==> src/rtl/fc_inneuron_loader.sv <==
// fc_inneuron_loader
// Write side of the FC input-neuron dual-port RAM. Neurons arrive as a
// valid/ready stream and are packed in pairs: port A holds neuron 2k and
// port B holds neuron 2k+1, both at address k. An odd neuron count ends
// with a zero-padded flush write. After the last write, fc_enable is raised
// and held until the next start.
//
// Ports
//   clock                   rising-edge clock
//   reset                   asynchronous active-low reset
//   start                   single-cycle pulse, begins a load (IDLE or DONE)
//   in_valid/in_data        input neuron stream
//   in_ready                high only while loading
//   in_neuron_wren_a/b      registered paired write enables
//   in_neuron_address_a/b   write address (both ports identical)
//   in_neuron_data_a/b      even / odd neuron write data
//   busy                    high in LOAD and FLUSH
//   load_done               pulse coincident with the last write
//   fc_enable               level start to the FC layer controller
module fc_inneuron_loader #(
  parameter int INNEURON               = 500,
  parameter int DATA_WIDTH_FC          = 16,
  parameter int FC_INNEURON_ADDR_WIDTH = 8,
  parameter int FC_COUNT_IN_BITWIDTH   = 9
) (
  input  logic                              clock,
  input  logic                              reset,
  input  logic                              start,
  input  logic                              in_valid,
  input  logic [DATA_WIDTH_FC-1:0]          in_data,
  output logic                              in_ready,
  output logic                              in_neuron_wren_a,
  output logic                              in_neuron_wren_b,
  output logic [FC_INNEURON_ADDR_WIDTH-1:0] in_neuron_address_a,
  output logic [FC_INNEURON_ADDR_WIDTH-1:0] in_neuron_address_b,
  output logic [DATA_WIDTH_FC-1:0]          in_neuron_data_a,
  output logic [DATA_WIDTH_FC-1:0]          in_neuron_data_b,
  output logic                              busy,
  output logic                              load_done,
  output logic                              fc_enable
);

  localparam logic [1:0] S_IDLE  = 2'd0;
  localparam logic [1:0] S_LOAD  = 2'd1;
  localparam logic [1:0] S_FLUSH = 2'd2;
  localparam logic [1:0] S_DONE  = 2'd3;

  localparam logic [FC_COUNT_IN_BITWIDTH-1:0]   LAST_CNT = FC_COUNT_IN_BITWIDTH'(INNEURON - 1);
  localparam logic [FC_COUNT_IN_BITWIDTH-1:0]   CNT_ONE  = FC_COUNT_IN_BITWIDTH'(1);
  localparam logic [FC_INNEURON_ADDR_WIDTH-1:0] ADDR_ONE = FC_INNEURON_ADDR_WIDTH'(1);

  logic [1:0]                        state_q, state_d;
  logic [FC_COUNT_IN_BITWIDTH-1:0]   cnt_q, cnt_d;
  logic [FC_INNEURON_ADDR_WIDTH-1:0] addr_q, addr_d;
  logic [DATA_WIDTH_FC-1:0]          hold_q, hold_d;
  logic                              wren_q, wren_d;
  logic [FC_INNEURON_ADDR_WIDTH-1:0] waddr_q, waddr_d;
  logic [DATA_WIDTH_FC-1:0]          data_a_q, data_a_d;
  logic [DATA_WIDTH_FC-1:0]          data_b_q, data_b_d;
  logic                              load_done_q, load_done_d;
  logic                              fc_enable_q, fc_enable_d;
  logic                              accept;

  assign in_ready = (state_q == S_LOAD);
  assign accept   = in_valid && in_ready;

  always_comb begin
    state_d     = state_q;
    cnt_d       = cnt_q;
    addr_d      = addr_q;
    hold_d      = hold_q;
    wren_d      = 1'b0;
    waddr_d     = waddr_q;
    data_a_d    = data_a_q;
    data_b_d    = data_b_q;
    load_done_d = 1'b0;
    fc_enable_d = fc_enable_q;

    case (state_q)
      S_IDLE: begin
        cnt_d       = '0;
        addr_d      = '0;
        fc_enable_d = 1'b0;
        if (start) state_d = S_LOAD;
      end

      S_LOAD: begin
        if (accept) begin
          cnt_d = cnt_q + CNT_ONE;
          if (!cnt_q[0]) begin
            hold_d = in_data;
          end else begin
            wren_d   = 1'b1;
            waddr_d  = addr_q;
            data_a_d = hold_q;
            data_b_d = in_data;
            // Address stays on the final pair so it never passes the last row.
            if (cnt_q != LAST_CNT) addr_d = addr_q + ADDR_ONE;
          end
          if (cnt_q == LAST_CNT) begin
            if (cnt_q[0]) begin
              load_done_d = 1'b1;
              state_d     = S_DONE;
            end else begin
              state_d = S_FLUSH;
            end
          end
        end
      end

      S_FLUSH: begin
        // Odd neuron count: emit the held even word with a zero partner.
        wren_d      = 1'b1;
        waddr_d     = addr_q;
        data_a_d    = hold_q;
        data_b_d    = '0;
        load_done_d = 1'b1;
        state_d     = S_DONE;
      end

      S_DONE: begin
        // Enters DONE together with the last write, so enable rises one cycle later.
        fc_enable_d = 1'b1;
        if (start) begin
          fc_enable_d = 1'b0;
          cnt_d       = '0;
          addr_d      = '0;
          state_d     = S_LOAD;
        end
      end

      default: state_d = S_IDLE;
    endcase
  end

  always_ff @(posedge clock or negedge reset) begin
    if (!reset) begin
      state_q     <= S_IDLE;
      cnt_q       <= '0;
      addr_q      <= '0;
      hold_q      <= '0;
      wren_q      <= 1'b0;
      waddr_q     <= '0;
      data_a_q    <= '0;
      data_b_q    <= '0;
      load_done_q <= 1'b0;
      fc_enable_q <= 1'b0;
    end else begin
      state_q     <= state_d;
      cnt_q       <= cnt_d;
      addr_q      <= addr_d;
      hold_q      <= hold_d;
      wren_q      <= wren_d;
      waddr_q     <= waddr_d;
      data_a_q    <= data_a_d;
      data_b_q    <= data_b_d;
      load_done_q <= load_done_d;
      fc_enable_q <= fc_enable_d;
    end
  end

  assign in_neuron_wren_a    = wren_q;
  assign in_neuron_wren_b    = wren_q;
  assign in_neuron_address_a = waddr_q;
  assign in_neuron_address_b = waddr_q;
  assign in_neuron_data_a    = data_a_q;
  assign in_neuron_data_b    = data_b_q;
  assign busy                = (state_q == S_LOAD) || (state_q == S_FLUSH);
  assign load_done           = load_done_q;
  assign fc_enable           = fc_enable_q;

endmodule

==> config.mk <==
export PLATFORM = sky130hd
export DESIGN_NAME = fc_inneuron_loader
export DESIGN_NICKNAME = d
export VERILOG_FILES = /design/src/rtl/fc_inneuron_loader.sv
export SDC_FILE = /design/constraint.sdc
export NUM_CORES = 1
export LEC_CHECK = 0
export ABC_AREA = 0
export CORE_ASPECT_RATIO = 1.4
export CORE_MARGIN = 3
export CORE_UTILIZATION = 46
export CTS_CLUSTER_SIZE = 12
export DETAILED_ROUTE_END_ITERATION = 8
export GPL_ROUTABILITY_DRIVEN = 0
export PLACE_DENSITY = 0.76
export SETUP_SLACK_MARGIN = 0.4
export SLEW_MARGIN = 0
export SYNTH_ARGS = -nofsm -noshare
export SYNTH_HDL_FRONTEND = slang
export SYNTH_SLANG_ARGS = --single-unit
==> constraint.sdc <==
create_clock -name clock -period 1.7 [get_ports clock]
set_input_delay 0.34 -clock clock [delete_from_list [all_inputs] [get_ports clock]]
set_output_delay 0.34 -clock clock [all_outputs]
set_load 0.005 [all_outputs]
==> impl_metrics.csv <==
group,metric,value,unit
outcome,outcome,"complete, but fails checks",
outcome,failed_checks,"setup timing",
synth,synth_edf_count,0,
grt,grt_pass1_wl,16300,um
clock_tree,clk_pin_slew,0.08,ns
synth,synth_top_area_share,0.5607,
sta,setup_viol,60,
floorplan,dieArea,8662,um2
sta,maxSlewViolCount,0,
setup_path,startpoint_type,"register",
hold_path,hold_class,"input port to asynchronous set/reset pin",
routing,viasPerCell,5.669,
placement,portBuffers,73,
clock_tree,cts.sinks,78,
synth,netlist_instances,282,
routing,first_pass_iters,4,
final_layout,fillers,357,
synth,synth-seq-area-share,0.5607,
floorplan,core_area,7162,um2
clock_tree,ctsHtreeMaxLevel,3,
power,p_per_area,1256,nW/um2
synth,synth_common_cells,"dfrtp_1, mux2_2, a22o_1, nand2_1, o21ai_0",
setup_path,end_kind,"register",
placement,dp_cells,457,
sta,slew_headroom,0.7102,
placement,dp_hpwl,5645,um
routing,num_vias,3118,
sta,worst_clock_skew,0.01301,ns
placement,place_ws,-0.2356,ns
synth,yosysMostFrequentCell,"dfrtp_1",
final_layout,drive_above_1_share,0.5692,
setup_path,crit_fanout,7,
setup_path,crit_required,1.93,ns
setup_path,crit_path_start,"state_q[0]$_DFFE_PN0P_",
sta,min_period,1.839,ns
synth,async_reset_ff_frac,1.000,
synth,synth.avg_cell_area,12.34,um2
floorplan,chipHeight,108.9,um
grt,grt_usage,0.2505,
floorplan,rows,36,
final_layout,stdcell_area,5702,um2
grt,grt_max_degree,35,
sta,rsz0062_at_grt,"yes",
sta,whs,0.4640,ns
sta,tightest_slew,0.4347,ns
setup_path,crit_type,"register to register",
sta,tns,-4.218,ns
placement,place_area,4566,um2
grt,grt.met3_usage,0.06116,
power,power,7.160,mW
setup_path,reg2reg_from,"state_q[0]$_DFFE_PN0P_",
synth,synth_top_area_cell,"dfrtp_1",
clock_tree,clock_latency,0.36,ns
sta,fin_crit_sh,1.082,
setup_path,r2r_end,"addr_q[0]$_DFFE_PN0P_",
synth,syn-cell-area,3481,um2
grt,met1_usage,0.2927,
routing,ant_nets,0,
flow_run,max-cap-violations,0,
sta,hold_viol_final,0,
synth,ys_ff_latch,78,
routing,remaining_drc_errors,0,
routing,wl_per_cell,21.06,um
routing,drtIter0Drc,223,
synth,yosys-top-cells-area,"dfrtp_1, mux2_2, a22o_1",
clock_tree,ctsLongestPathBuffers,2,
setup_path,r2r_cells,9,
grt,met2_usage,0.4367,
grt,grt_pass1_vias,3126,
floorplan,io_pins,74,
final_layout,final_util,0.7961,
clock_tree,root_buffer,"clkbuf_8",
clock_tree,numCtsBuffers,9,
setup_path,reg2reg_slack,-0.14,ns
final_layout,area_growth,63.80,%
power,leakagePower,2.808,nW
floorplan,start_util,0.4860,
final_layout,nNetsFinal,476,
final_layout,diodes,0,
synth,synth.lib_cells_used.distinct,40,
synth,ys_warn_count,0,
synth,synth-main-ff-cell,"dfrtp_1",
sta,setup_slack,-0.1394,ns
grt,antenna_found_initial,0,
grt,overflow,0,
routing,wl,11580,um
synth,syn_nets,308,
final_layout,instances_no_fill,550,
grt,grt_busiest_layer,"met2",
sta,max_clock_freq,543.6,MHz
floorplan,chipWidth,79.52,um
setup_path,crit_arrival,2.07,ns
clock_tree,cts_tree,"done",
power,peakVddDrop,0.0008131,V
==> report_power, final <==
part	total (mW)	internal, mW	leakage, nW	switching, mW
Clock	1.59	0.871	0.113	0.715
Combinational	2.78	1.77	1.75	1.00
Sequential	2.80	2.37	0.948	0.427
==> per-layer routing <==
| metal | vias to the layer above | share of wire |
|---|---|---|
| met5 | - | 0 |
| met4 | 0 | 0.036 |
| met3 | 35 | 0.054 |
| met2 | 124 | 0.54 |
| met1 | 1600 | 0.37 |
| li1 | 1359 | - |
==> cell families (layout without fill, tap and decap cells) <==
family,count (synthesis),count (layout),share of synthesized area
flip-flops,78,78,0.5607
AND/OR/NAND/NOR,65,65,0.1039
AO/OA/AOI/OAI,52,52,0.1078
multiplexers,49,49,0.1560
buffers and inverters,32,205,0.04996
adder cells (fa/ha/maj),6,6,0.02157
==> how the worst max path moves through the flow <==
| stage | depth (start not counted) | to |
|---|---|---|
| after global placement | 6 | addr_q[3]$_DFFE_PN0P_ |
| after CTS | 7 | addr_q[3]$_DFFE_PN0P_ |
| after floorplan | 8 | in_neuron_address_a[0]$_DFFE_PN0P_ |
| final | 9 | addr_q[0]$_DFFE_PN0P_ |
| after detailed placement | 6 | addr_q[3]$_DFFE_PN0P_ |
| after global routing | 7 | addr_q[3]$_DFFE_PN0P_ |
==> critical path, cell delays in order, from the launching register on <==
cell     delay [ns]
dfrtp_1        0.42
buf_6          0.15
ha_2           0.16
nor2b_4        0.12
or2_4          0.23
buf_6          0.14
buf_4          0.13
buf_6          0.13
a21oi_4        0.13
mux2i_1        0.10
==> registers in the layout, indices dropped and copies added (netlist names) <==
signal	count
hold_q	16
in_neuron_data_a	16
in_neuron_data_b	16
cnt_q	9
addr_q	8
in_neuron_address_a	8
state_q	2
fc_enable	1
in_neuron_wren_a	1
load_done	1
==> cells in the final DEF, fill, tap and decap left out, types with 10 or more instances in the layout <==
| cell type | synthesis | final |
|---|---|---|
| buf_4 | 9 | 68 |
| buf_2 | 10 | 19 |
| clkbuf_2 | 0 | 24 |
| buf_6 | 1 | 39 |
| clkdlybuf4s50_1 | 0 | 18 |
| nand2_1 | 17 | 13 |
| dfrtp_1 | 78 | 77 |
| clkbuf_8 | 0 | 10 |
| a22o_1 | 19 | 19 |
| mux2_4 | 0 | 41 |
==> final cells by class <==
| type | instances | area, um2 | share of cell area |
|---|---|---|---|
| Sequential cell | 78 | 1953 | 0.3425 |
| Multi-Input combinational cell | 172 | 1739 | 0.3050 |
| Timing Repair Buffer | 182 | 1630 | 0.2859 |
| Clock buffer | 11 | 141.4 | 0.02480 |
| Tap cell | 95 | 118.9 | 0.02085 |
| Clock inverter | 5 | 82.58 | 0.01448 |
| Inverter | 7 | 36.28 | 0.006364 |
==> repair_timing <==
item	4_1_cts	5_1_grt
pin swaps	8	14
endpoints found under the setup margin	132	111
gates resized for setup	255	61
hold buffers	1	0
gates cloned	2	6
hold endpoints to repair	31	0
setup buffers	42	26
Power figures use the tool's default switching activity.
